$ cat config.mk
export PLATFORM = sky130hd
export DESIGN_NAME = micro_sequencer
export DESIGN_NICKNAME = d
export VERILOG_FILES = /design/src/rtl/micro_sequencer.sv
export SDC_FILE = /design/constraint.sdc
export NUM_CORES = 1
export LEC_CHECK = 0
export CORE_AREA = 2 2 56 58
export CTS_CLUSTER_DIAMETER = 30
export DETAILED_ROUTE_END_ITERATION = 6
export DIE_AREA = 0 0 58 60
export PLACE_DENSITY = 0.7
export SYNTH_ARGS = -nofsm -noshare
export SYNTH_HDL_FRONTEND = slang
export SYNTH_SLANG_ARGS = --single-unit
$ cat constraint.sdc
create_clock -name clk -period 2.6 [get_ports clk]
set_input_delay 0.39 -clock clk [delete_from_list [all_inputs] [get_ports clk]]
set_output_delay 0.39 -clock clk [all_outputs]
set_load 0.01 [all_outputs]
$ cat src/rtl/micro_sequencer.sv
// micro_sequencer: micro-program sequencer for the microprogrammed control unit.
// Owns the uPC, decodes the sequencing field of the current microinstruction and
// selects the next control-store address (fetch, next, dispatch 1/2, branch,
// conditional branch, call, return). Stalls on memory handshakes and on invalid
// dispatch ROM data, and parks at instruction boundaries on a halt request.
//
// Build option: MICRO_STACK_EN enables the STACK_DEPTH x ADDR_W micro-return
// stack. Without it, call acts as branch, return acts as fetch (including the
// halt check) and stack_err is constant low.
//
// Ports:
//   clk, rst_n                       clock, async active-low reset
//   start                            leave IDLE/HALT, begin at uPC 0
//   seq_ctrl, branch_addr, cond      sequencing field, target, branch condition
//   dispatch1_addr, dispatch2_addr   dispatch ROM outputs
//   opcode_valid                     dispatch ROM outputs valid
//   mem_wait, mem_ready              memory handshake
//   halt_req                         halt at next instruction boundary
//   upc, mux_sel                     registered address and last applied select
//   stall                            combinational: uPC held this cycle
//   running, halted, stack_err       status (stack_err sticky until reset)
module micro_sequencer #(
  parameter int ADDR_W      = 5,
  parameter int STACK_DEPTH = 4
) (
  input  logic              clk,
  input  logic              rst_n,
  input  logic              start,
  input  logic [2:0]        seq_ctrl,
  input  logic [ADDR_W-1:0] branch_addr,
  input  logic              cond,
  input  logic [ADDR_W-1:0] dispatch1_addr,
  input  logic [ADDR_W-1:0] dispatch2_addr,
  input  logic              opcode_valid,
  input  logic              mem_wait,
  input  logic              mem_ready,
  input  logic              halt_req,
  output logic [ADDR_W-1:0] upc,
  output logic [2:0]        mux_sel,
  output logic              stall,
  output logic              running,
  output logic              halted,
  output logic              stack_err
);

  localparam logic [2:0] SEQ_FETCH = 3'b000;
  localparam logic [2:0] SEQ_NEXT  = 3'b001;
  localparam logic [2:0] SEQ_DISP1 = 3'b010;
  localparam logic [2:0] SEQ_DISP2 = 3'b011;
  localparam logic [2:0] SEQ_BR    = 3'b100;
  localparam logic [2:0] SEQ_CBR   = 3'b101;
  localparam logic [2:0] SEQ_CALL  = 3'b110;
  localparam logic [2:0] SEQ_RET   = 3'b111;

  typedef enum logic [1:0] {IDLE, RUN, WAIT, HALT} state_t;

  state_t            state;
  logic [2:0]        held_ctrl;
  logic [2:0]        ctrl;
  logic [2:0]        eff;
  logic              active;
  logic              mem_hold;
  logic              disp_hold;
  logic              halt_now;
  logic              advance;
  logic [ADDR_W-1:0] upc_inc;
  logic [ADDR_W-1:0] next_upc;
  logic [ADDR_W-1:0] ret_addr;
  logic              stk_full;
  logic              stk_empty;

  // While waiting on memory the uPC is frozen, so the field captured on entry
  // is the one applied when the handshake completes.
  assign ctrl    = (state == WAIT) ? held_ctrl : seq_ctrl;
  assign upc_inc = upc + 1'b1;
  assign active  = (state == RUN) || (state == WAIT);

  always_comb begin
    eff = ctrl;
`ifndef MICRO_STACK_EN
    if (ctrl == SEQ_CALL)     eff = SEQ_BR;
    else if (ctrl == SEQ_RET) eff = SEQ_FETCH;
`endif
  end

  assign mem_hold  = (state == RUN)  ? (mem_wait && !mem_ready) :
                     (state == WAIT) ? !mem_ready : 1'b0;
  assign disp_hold = ((eff == SEQ_DISP1) || (eff == SEQ_DISP2)) && !opcode_valid;
  assign halt_now  = (eff == SEQ_FETCH) && halt_req;
  assign stall     = active && (mem_hold || disp_hold);
  assign advance   = active && !mem_hold && !disp_hold && !halt_now;

`ifdef MICRO_STACK_EN
  localparam int SP_W  = $clog2(STACK_DEPTH + 1);
  localparam int IDX_W = (STACK_DEPTH > 1) ? $clog2(STACK_DEPTH) : 1;

  logic [ADDR_W-1:0] stk [STACK_DEPTH];
  logic [SP_W-1:0]   sp;
  logic [IDX_W-1:0]  top_idx;

  assign top_idx   = IDX_W'(sp - 1'b1);
  assign stk_full  = (sp == SP_W'(STACK_DEPTH));
  assign stk_empty = (sp == '0);
  assign ret_addr  = stk[top_idx];

  always_ff @(posedge clk) begin
    if (rst_n && advance && (eff == SEQ_CALL) && !stk_full)
      stk[sp[IDX_W-1:0]] <= upc_inc;
  end

  always_ff @(posedge clk or negedge rst_n) begin
    if (!rst_n) begin
      sp        <= '0;
      stack_err <= 1'b0;
    end else if (advance) begin
      if (eff == SEQ_CALL) begin
        if (stk_full) stack_err <= 1'b1;
        else          sp        <= sp + 1'b1;
      end else if (eff == SEQ_RET) begin
        if (stk_empty) stack_err <= 1'b1;
        else           sp        <= sp - 1'b1;
      end
    end
  end
`else
  assign stk_full  = 1'b0;
  assign stk_empty = 1'b1;
  assign ret_addr  = '0;
  // No stack storage: the flag is constant low whatever depth is configured.
  assign stack_err = (STACK_DEPTH < 0);
`endif

  always_comb begin
    next_upc = '0;
    unique case (eff)
      SEQ_FETCH: next_upc = '0;
      SEQ_NEXT:  next_upc = upc_inc;
      SEQ_DISP1: next_upc = dispatch1_addr;
      SEQ_DISP2: next_upc = dispatch2_addr;
      SEQ_BR:    next_upc = branch_addr;
      SEQ_CBR:   next_upc = cond ? branch_addr : upc_inc;
      SEQ_CALL:  next_upc = branch_addr;
      SEQ_RET:   next_upc = stk_empty ? '0 : ret_addr;
      default:   next_upc = '0;
    endcase
  end

  always_ff @(posedge clk or negedge rst_n) begin
    if (!rst_n) begin
      state     <= IDLE;
      upc       <= '0;
      mux_sel   <= '0;
      held_ctrl <= '0;
      running   <= 1'b0;
      halted    <= 1'b0;
    end else begin
      unique case (state)
        IDLE, HALT: begin
          if (start) begin
            state   <= RUN;
            running <= 1'b1;
            halted  <= 1'b0;
          end
        end
        RUN, WAIT: begin
          if (mem_hold) begin
            if (state == RUN) begin
              state     <= WAIT;
              held_ctrl <= seq_ctrl;
            end
          end else if (disp_hold) begin
            state <= RUN;
          end else if (halt_now) begin
            state   <= HALT;
            upc     <= '0;
            mux_sel <= ctrl;
            running <= 1'b0;
            halted  <= 1'b1;
          end else begin
            state   <= RUN;
            upc     <= next_upc;
            mux_sel <= ctrl;
          end
        end
        default: state <= IDLE;
      endcase
    end
  end

endmodule

==> impl_metrics.json, run 1 <==
{
  "outcome": "finished, final reports clean",
  "core-area_sq_um": 2903,
  "antenna_cells": 0,
  "clockBufferDepth": 2,
  "avgSynthCellArea_sq_um": 9.155,
  "initial_core_util": 0.3784,
  "route.vias.total": 1069,
  "yosysWarnings": 0,
  "final-setup-viol-count": 0,
  "hpwl_um": 2296,
  "rsz0062_at_grt": "no",
  "layout_common_cells": "clkdlybuf4s50_1, nand2_1, dfrtp_1",
  "powerDensity_nw_per_um2": 866.8,
  "area_growth_pct": 39.98,
  "crit_fanout": 5,
  "clkTransAtPathRegs_ns": 0.10,
  "peakVddDrop_v": 0.0005214,
  "netlist_instances": 120,
  "cts-root-buf": "clkbuf_4",
  "leakage_uw": 0.0006442,
  "p_int_uw": 784.2,
  "drv_slew": 0,
  "dr.pass1.iters": 4,
  "cts_tree": "yes",
  "gp_congestion": 0.8755,
  "dieArea_sq_um": 3480,
  "maxCapViolations": 0,
  "nets": 191,
  "grt_pass1_vias": 1109,
  "port_buffers": 36,
  "min_period_ns": 2.439,
  "ys_ff_latch": 15,
  "fin_cells": 194,
  "grt_max_degree": 16,
  "synth_nets": 149,
  "pwr-share-clk": 0.102,
  "clock-sinks": 15,
  "fin_crit_sh": 0.9379,
  "clock_latency_ns": 0.28,
  "finalHoldViolCount": 0,
  "cts_buffers": 3,
  "grt_util_all_layers": 0.1782,
  "cts_hold_buf": 0,
  "fin_util": 0.5297,
  "drtIter0Drc": 29,
  "die-width_um": 58,
  "start_kind": "flop",
  "finClkSkew_ns": 0.007082,
  "grt_pass1_wl_um": 4740,
  "io_pins": 38,
  "pwr-share-seq": 0.337,
  "detail-route-antenna-nets": 0,
  "hold_path.class": "reg2reg",
  "grt-ovfl-total": 0,
  "critPathArrivalTime_ns": 2.05,
  "worstMarginPinSlew_ns": 0.7150,
  "yosysSeqAreaShare": 0.3417,
  "die_h_um": 60,
  "p_total_uw": 1333,
  "max_freq_mhz": 410.1,
  "worstPathRequired_ns": 2.21,
  "p_comb_frac": 0.561,
  "dpl.cell_count": 190,
  "slew_headroom": 0.5218,
  "drive_above_1_share": 0.1304,
  "cp-end-kind": "output port",
  "routedWlPerCell_um": 14.47,
  "crit_type": "reg2out",
  "fp-row-count": 20,
  "ys_types": 36,
  "wirelength_um": 2808,
  "setup_tns_ns": 0,
  "swShare": 0.4116,
  "cts_setup_buffers": 0,
  "power.net_switching_uw": 548.7,
  "ctsHtreeMaxLevel": 1,
  "drc_errors": 0,
  "antenna_found_initial": 0,
  "syn-cell-area_sq_um": 1099,
  "cts_resized": 0,
  "vias_per_cell": 5.510,
  "layout.cells.most_common": "clkdlybuf4s50_1"
}
-- critical path, cell delays in order (launching register included) --
cell and delay [ns]:
dfrtp_1 0.39, inv_1 0.06, ha_2 0.23, nor2_2 0.16
a32oi_4 0.09, o31ai_1 0.24, clkdlybuf4s50_1 0.58
-- synthesized netlist by cell type (all sizes together) --
master	n	area share
dfrtp	15	0.34
nand2	15	0.051
nor2	10	0.036
o21ai	10	0.056
a21oi	8	0.036
inv	8	0.027
mux2i	5	0.064
nand3	5	0.023
and3	4	0.023
mux2	4	0.041
o31ai	4	0.027
a21o	3	0.027
a221oi	3	0.024
ha	3	0.034
o21a	3	0.020
xor2	3	0.024
a222oi	2	0.018
buf	2	0.017
or3	2	0.011
a211oi	1	0.0068
a32oi	1	0.025
clkbuf	1	0.0034
conb	1	0.0034
nand2b	1	0.0057
o21bai	1	0.0068
o22ai	1	0.0057
o311ai	1	0.0080
o32a	1	0.0091
o32ai	1	0.0080
o41ai	1	0.015
-- power by group through the flow --
stage / Sequential (uW) / Clock [uW] / Combinational (uW)
floorplan: 468 / 0 / 417
detailed placement: 453 / 0 / 748
global route: 466 / 144 / 833
global placement: 448 / 0 / 728
finish: 449 / 136 / 748
CTS: 450 / 140 / 751
-- metal layers --
layer	GRT usage	vias up	share of wire
met4	0.06645	0	0.0089
met1	0.2158	507	0.44
met3	0.04113	4	0.060
met2	0.3084	33	0.49
met5	0	-	0
li1	-	525	-
-- area by class of cell --
type | instances | area (sq um)
inverters | 8 | 30.03
repair buffers | 40 | 390.4
flip-flops and latches | 15 | 375.4
clock buffers | 3 | 22.52
well taps | 33 | 41.29
multi-input cells | 94 | 673.1
clock inverters | 1 | 5.005
fillers | 283 | 1365
-- flip-flops by register name, indices dropped and copies added (netlist names) --
register   flops
held_ctrl      3
mux_sel        3
halted         1
upc            5
state          2
running        1
-- path summary, 6_finish.rpt --
check | start | endpoint | slack, ns | cells past startpoint
worst max-delay path | state[0] | stall | 0.16 | 6
worst min-delay path | mux_sel[2] | mux_sel[2] | 0.49 | 2
worst max register to register | state[0] | upc[3] | 0.37 | 7
worst min register to register | mux_sel[2] | mux_sel[2] | 0.49 | 2
max in group asynchronous | rst_n | upc[4] | 1.62 | 1
min in group asynchronous | rst_n | running | 0.52 | 1
-- through the flow --
step / setup slack (ns) / area, sq um / hold WS (ns)
2_1_floorplan: 0.6233 / 1099 / 0.09441
3_3_place_gp: 0.2931 / 1508 / 0.4654
3_5_place_dp: 0.2683 / 1508 / 0.4771
4_1_cts: 0.05464 / 1535 / 0.5023
5_1_grt: 0.07022 / 1538 / 0.5345
6_report: 0.1614 / 1538 / 0.4940
-- cell families (layout without fill, tap and decap cells) --
kind of cell / after synthesis / count (layout) / share of synthesized area
flops: 15 / 15 / 0.3417
compound gates: 41 / 41 / 0.2939
xor+xnor: 3 / 3 / 0.02392
buf+inv: 11 / 52 / 0.04784
fa+ha+maj: 3 / 3 / 0.03417
mux: 9 / 9 / 0.1048
other cells: 1 / 1 / 0.003414
simple gates: 37 / 37 / 0.1503
No activity file was read; power rests on OpenSTA's default activity.
==> run 2: changes to the inputs <==
--- a/config.mk
+++ b/config.mk
@@ -9,7 +9,7 @@
 export CTS_CLUSTER_DIAMETER = 30
 export DETAILED_ROUTE_END_ITERATION = 6
 export DIE_AREA = 0 0 58 60
-export PLACE_DENSITY = 0.7
+export DONT_BUFFER_PORTS = 1
 export SYNTH_ARGS = -nofsm -noshare
 export SYNTH_HDL_FRONTEND = slang
 export SYNTH_SLANG_ARGS = --single-unit
==> impl_metrics.json, run 2 (synthesized netlist as in run 1, its figures left out) <==
{
  "critPathArrivalTime_ns": 1.89,
  "worstMarginPinSlew_ns": 0.7029,
  "clkTransAtPathRegs_ns": 0.10,
  "route.vias.total": 923,
  "grt_pass1_wl_um": 4491,
  "post_dp_cell_area_sq_um": 1140,
  "drv_slew": 0,
  "grt_pass1_vias": 963,
  "core-area_sq_um": 2903,
  "cp-end-kind": "output port",
  "grt_max_degree": 16,
  "cp.buffers_inverters": 2,
  "leakage_uw": 0.0005069,
  "final-setup-viol-count": 0,
  "grt_util_all_layers": 0.1725,
  "setup_slack_ns": 0.3232,
  "antenna_found_initial": 0,
  "fin_crit_sh": 0.8757,
  "setup_tns_ns": 0,
  "finClkSkew_ns": 0.006387,
  "clock_latency_ns": 0.28,
  "largestRegisters": "upc (5), held_ctrl (3), mux_sel (3)",
  "antenna_cells": 0,
  "cts_buffers": 3,
  "vias_per_cell": 5.842,
  "cts_setup_buffers": 0,
  "ctsHtreeMaxLevel": 1,
  "dp_slack_ns": 0.4523,
  "critPathSlowestCell": "o31ai_1",
  "die-width_um": 58,
  "outcome": "finished, final reports clean",
  "final_cell_area_sq_um": 1177,
  "crit_chain": "inv_1 > ha_1 > buf_4 > nor2_2 > a32oi_4 > o31ai_1",
  "drtIter0Drc": 37,
  "clock-sinks": 15,
  "drc_errors": 0,
  "cts_hold_buf": 1,
  "fin_util": 0.4056,
  "slew_headroom": 0.5299,
  "initial_core_util": 0.3784,
  "start_kind": "flop",
  "layout_common_cells": "nand2_1, dfrtp_1, nor2_1, o21ai_0",
  "dr.pass1.iters": 4,
  "maxCapViolations": 0,
  "finalHoldViolCount": 0,
  "crit_fanout": 11,
  "wirelength_um": 2718,
  "largest_register": "upc",
  "cpPeakStageDelay_ns": 0.42,
  "area_growth_pct": 7.175,
  "cts-root-buf": "clkbuf_4",
  "port_buffers": 0,
  "rsz0062_at_grt": "no",
  "min_period_ns": 2.277,
  "fp-row-count": 20,
  "die_h_um": 60,
  "cts_resized": 0,
  "drive_above_1_share": 0.1520,
  "routedWlPerCell_um": 17.20,
  "cts_tree": "yes",
  "path_depth": 6,
  "crit_type": "reg2out",
  "hold_path.class": "in2reg",
  "io_pins": 38,
  "hpwl_um": 2210,
  "worstPathRequired_ns": 2.21,
  "crit_family": "compound AO/OA/AOI/OAI gates",
  "peakVddDrop_v": 0.0003969,
  "nets": 155,
  "dieArea_sq_um": 3480,
  "clockBufferDepth": 2,
  "holdPathStages": 1,
  "grt-ovfl-total": 0,
  "max_freq_mhz": 439.2,
  "detail-route-antenna-nets": 0,
  "rrSetupSlack_ns": 0.44,
  "gp_congestion": 0.8352,
  "largest_reg_flops": 5,
  "powerDensity_nw_per_um2": 964.3,
  "ff2ff_path_depth": 8
}
run 2: changes by cell type in the layout (fill, tap and decap cells not counted):
cell	change
clkdlybuf4s50_1	-36
buf_4	-1
dlygate4sd3_1	+1
ha_1	+1
ha_2	-1
run 2: final cells by class:
| cell class | count | area (sq um) |
|---|---|---|
| Sequential cell | 15 | 375.4 |
| Timing Repair Buffer | 4 | 32.53 |
| Multi-Input combinational cell | 94 | 670.6 |
| Clock inverter | 1 | 5.005 |
| Tap cell | 33 | 41.29 |
| Clock buffer | 3 | 22.52 |
| Inverter | 8 | 30.03 |
| Fill cell | 282 | 1725 |
run 2: final timing paths:
check	startpoint	to
hold / removal	seq_ctrl[0]	held_ctrl[0]
setup reg to reg	state[0]	upc[2]
min in group asynchronous	rst_n	state[0]
hold reg to reg	state[0]	state[0]
max in group asynchronous	rst_n	upc[2]
setup / recovery	state[0]	stall
run 2: per-layer routing:
metal  wire length [um]  track usage
met1               1154       0.2019
met2               1334       0.3036
met3                199      0.05411
met4                 29      0.04983
met5                  0            0
run 2: stage by stage:
stage | total power (uW) | hold slack, ns | cells
after floorplan | 884.5 | 0.09441 | 120
final | 1135 | 0.2482 | 158
after global routing | 1235 | 0.2385 | 158
after global placement | 987.7 | 0.09478 | 153
after CTS | 1147 | 0.2459 | 158
after detailed placement | 1002 | 0.09477 | 153
run 2: where the power goes:
| part | switching, uW | internal, uW | total, uW |
|---|---|---|---|
| combinational | 281 | 227 | 508 |
| clock | 78.6 | 57.1 | 136 |
| sequential | 151 | 341 | 492 |
run 2: worst register-to-register path, delay by kind of cell (launching register included):
| kind | cells | cell delay, ns |
|---|---|---|
| flops | 1 | 0.39 |
| buf+inv | 2 | 0.27 |
| fa+ha+maj | 1 | 0.27 |
| compound gates | 4 | 0.95 |
| mux | 1 | 0.18 |
==> run 3: changes to the inputs <==
--- a/config.mk
+++ b/config.mk
@@ -5,11 +5,14 @@
 export SDC_FILE = /design/constraint.sdc
 export NUM_CORES = 1
 export LEC_CHECK = 0
-export CORE_AREA = 2 2 56 58
+export CELL_PAD_IN_SITES_DETAIL_PLACEMENT = 0
+export CELL_PAD_IN_SITES_GLOBAL_PLACEMENT = 2
+export CORE_AREA = 2 2 60 62
 export CTS_CLUSTER_DIAMETER = 30
 export DETAILED_ROUTE_END_ITERATION = 6
-export DIE_AREA = 0 0 58 60
+export DIE_AREA = 0 0 62 64
 export DONT_BUFFER_PORTS = 1
+export PLACE_DENSITY = 0.76
 export SYNTH_ARGS = -nofsm -noshare
 export SYNTH_HDL_FRONTEND = slang
 export SYNTH_SLANG_ARGS = --single-unit
==> impl_metrics.json, run 3 (synthesized netlist as in run 1, its figures left out) <==
{
  "drtIter0Drc": 57,
  "cts-root-buf": "clkbuf_4",
  "largestRegisters": "upc (5), held_ctrl (3), mux_sel (3)",
  "powerDensity_nw_per_um2": 954.7,
  "largest_reg_flops": 5,
  "io_pins": 38,
  "cts_tree": "yes",
  "hpwl_um": 2313,
  "peakVddDrop_v": 0.0003082,
  "cp-end-kind": "output port",
  "holdPathStages": 2,
  "ctsHtreeMaxLevel": 1,
  "maxCapViolations": 0,
  "rsz0062_at_grt": "no",
  "r2r-end": "upc[3]",
  "cts_buffers": 3,
  "outcome": "finished, final reports clean",
  "finalHoldViolCount": 0,
  "clock_latency_ns": 0.28,
  "port_buffers": 0,
  "die-width_um": 62,
  "setup_tns_ns": 0,
  "wirelength_um": 2841,
  "final-setup-viol-count": 0,
  "grt_pass1_wl_um": 4581,
  "detail-route-antenna-nets": 0,
  "routedWlPerCell_um": 16.52,
  "dieArea_sq_um": 3968,
  "nets": 156,
  "dr.pass1.iters": 4,
  "critPathArrivalTime_ns": 1.99,
  "r2r-start": "state[0]",
  "layout_common_cells": "nand2_1, dfrtp_1, nor2_1, o21ai_0",
  "setup_slack_ns": 0.2190,
  "grt_max_degree": 16,
  "route.vias.total": 937,
  "vias_per_cell": 5.448,
  "hold_path.class": "in2reg",
  "core-area_sq_um": 3284,
  "drc_errors": 0,
  "ff2ff_path_depth": 6,
  "clkTransAtPathRegs_ns": 0.09,
  "rrSetupSlack_ns": 0.37,
  "fp-row-count": 21,
  "worstMarginPinSlew_ns": 0.7306,
  "gp_congestion": 0.8553,
  "dp_slack_ns": 0.3714,
  "drive_above_1_share": 0.1508,
  "cts_setup_buffers": 0,
  "cts_resized": 0,
  "worstPathRequired_ns": 2.21,
  "antenna_found_initial": 0,
  "start_kind": "flop",
  "max_freq_mhz": 420.0,
  "slew_headroom": 0.5113,
  "antenna_cells": 0,
  "crit_type": "reg2out",
  "min_period_ns": 2.381,
  "critPathLaunch": "state[0]",
  "p_total_uw": 1146,
  "grt-ovfl-total": 0,
  "grt_pass1_vias": 955,
  "clock-sinks": 15,
  "dpl.cell_count": 167,
  "leakage_uw": 0.0005090,
  "finClkSkew_ns": 0.006179,
  "initial_core_util": 0.3345,
  "die_h_um": 64,
  "endpoint": "stall",
  "crit_fanout": 10,
  "grt_util_all_layers": 0.1556,
  "area_growth_pct": 9.225,
  "drv_slew": 0,
  "fin_cells": 172,
  "fin_crit_sh": 0.9158,
  "clockBufferDepth": 2,
  "largest_register": "upc"
}
-- run 3: changes by cell type in the layout (fill, tap and decap cells not counted) --
| cell | before | now |
|---|---|---|
| buf_4 | 3 | 4 |
| clkbuf_1 | 0 | 1 |
| clkinv_2 | 1 | 0 |
-- run 3: stage by stage --
stage	util	instance area, sq um	hold WS (ns)
after floorplan	-	1099	0.09441
after detailed placement	0.3543	1164	0.09487
after CTS	0.3653	1200	0.2170
after global routing	0.3653	1200	0.2279
after global placement	0.3543	1164	0.09499
final	0.3653	1200	0.2285
-- run 3: worst max-delay path, stage by stage (launching register included) --
cell and delay, ns:
dfrtp_1 0.41, inv_1 0.06, ha_1 0.42, buf_4 0.24, a32oi_4 0.13, o31ai_1 0.45
-- run 3: how the worst min path moves through the flow --
stage                    to        start
6_report       held_ctrl[2]  seq_ctrl[2]
3_5_place_dp   held_ctrl[1]        rst_n
5_1_grt        held_ctrl[1]  seq_ctrl[1]
3_3_place_gp        running        rst_n
4_1_cts        held_ctrl[2]  seq_ctrl[2]
2_1_floorplan        halted        rst_n
-- run 3: routing by layer --
metal	vias to the layer above	track usage	part of all wire	wire (um)
li1	457	-	-	-
met1	445	0.1995	0.41	1167
met2	33	0.2357	0.48	1356
met3	2	0.06680	0.11	300
met4	0	0.04255	0.0060	17
met5	-	0	0	0
-- run 3: cell type report --
type | count | area (sq um)
timing repair buffer | 5 | 40.04
sequential | 15 | 375.4
multi-input combinational | 94 | 670.6
tap | 46 | 57.56
clock buffer | 4 | 26.28
inverter | 8 | 30.03
fill | 350 | 2085
-- run 3: what timing repair did --
item,CTS,global route
setup endpoints to repair,0,0
endpoints found under the hold margin,15,0
hold buffers,1,0
-- run 3: report_power, final --
part | switching, uW | internal, uW
combinational | 286 | 229
clock | 75.6 | 59.5
sequential | 156 | 341
total | 517 | 629
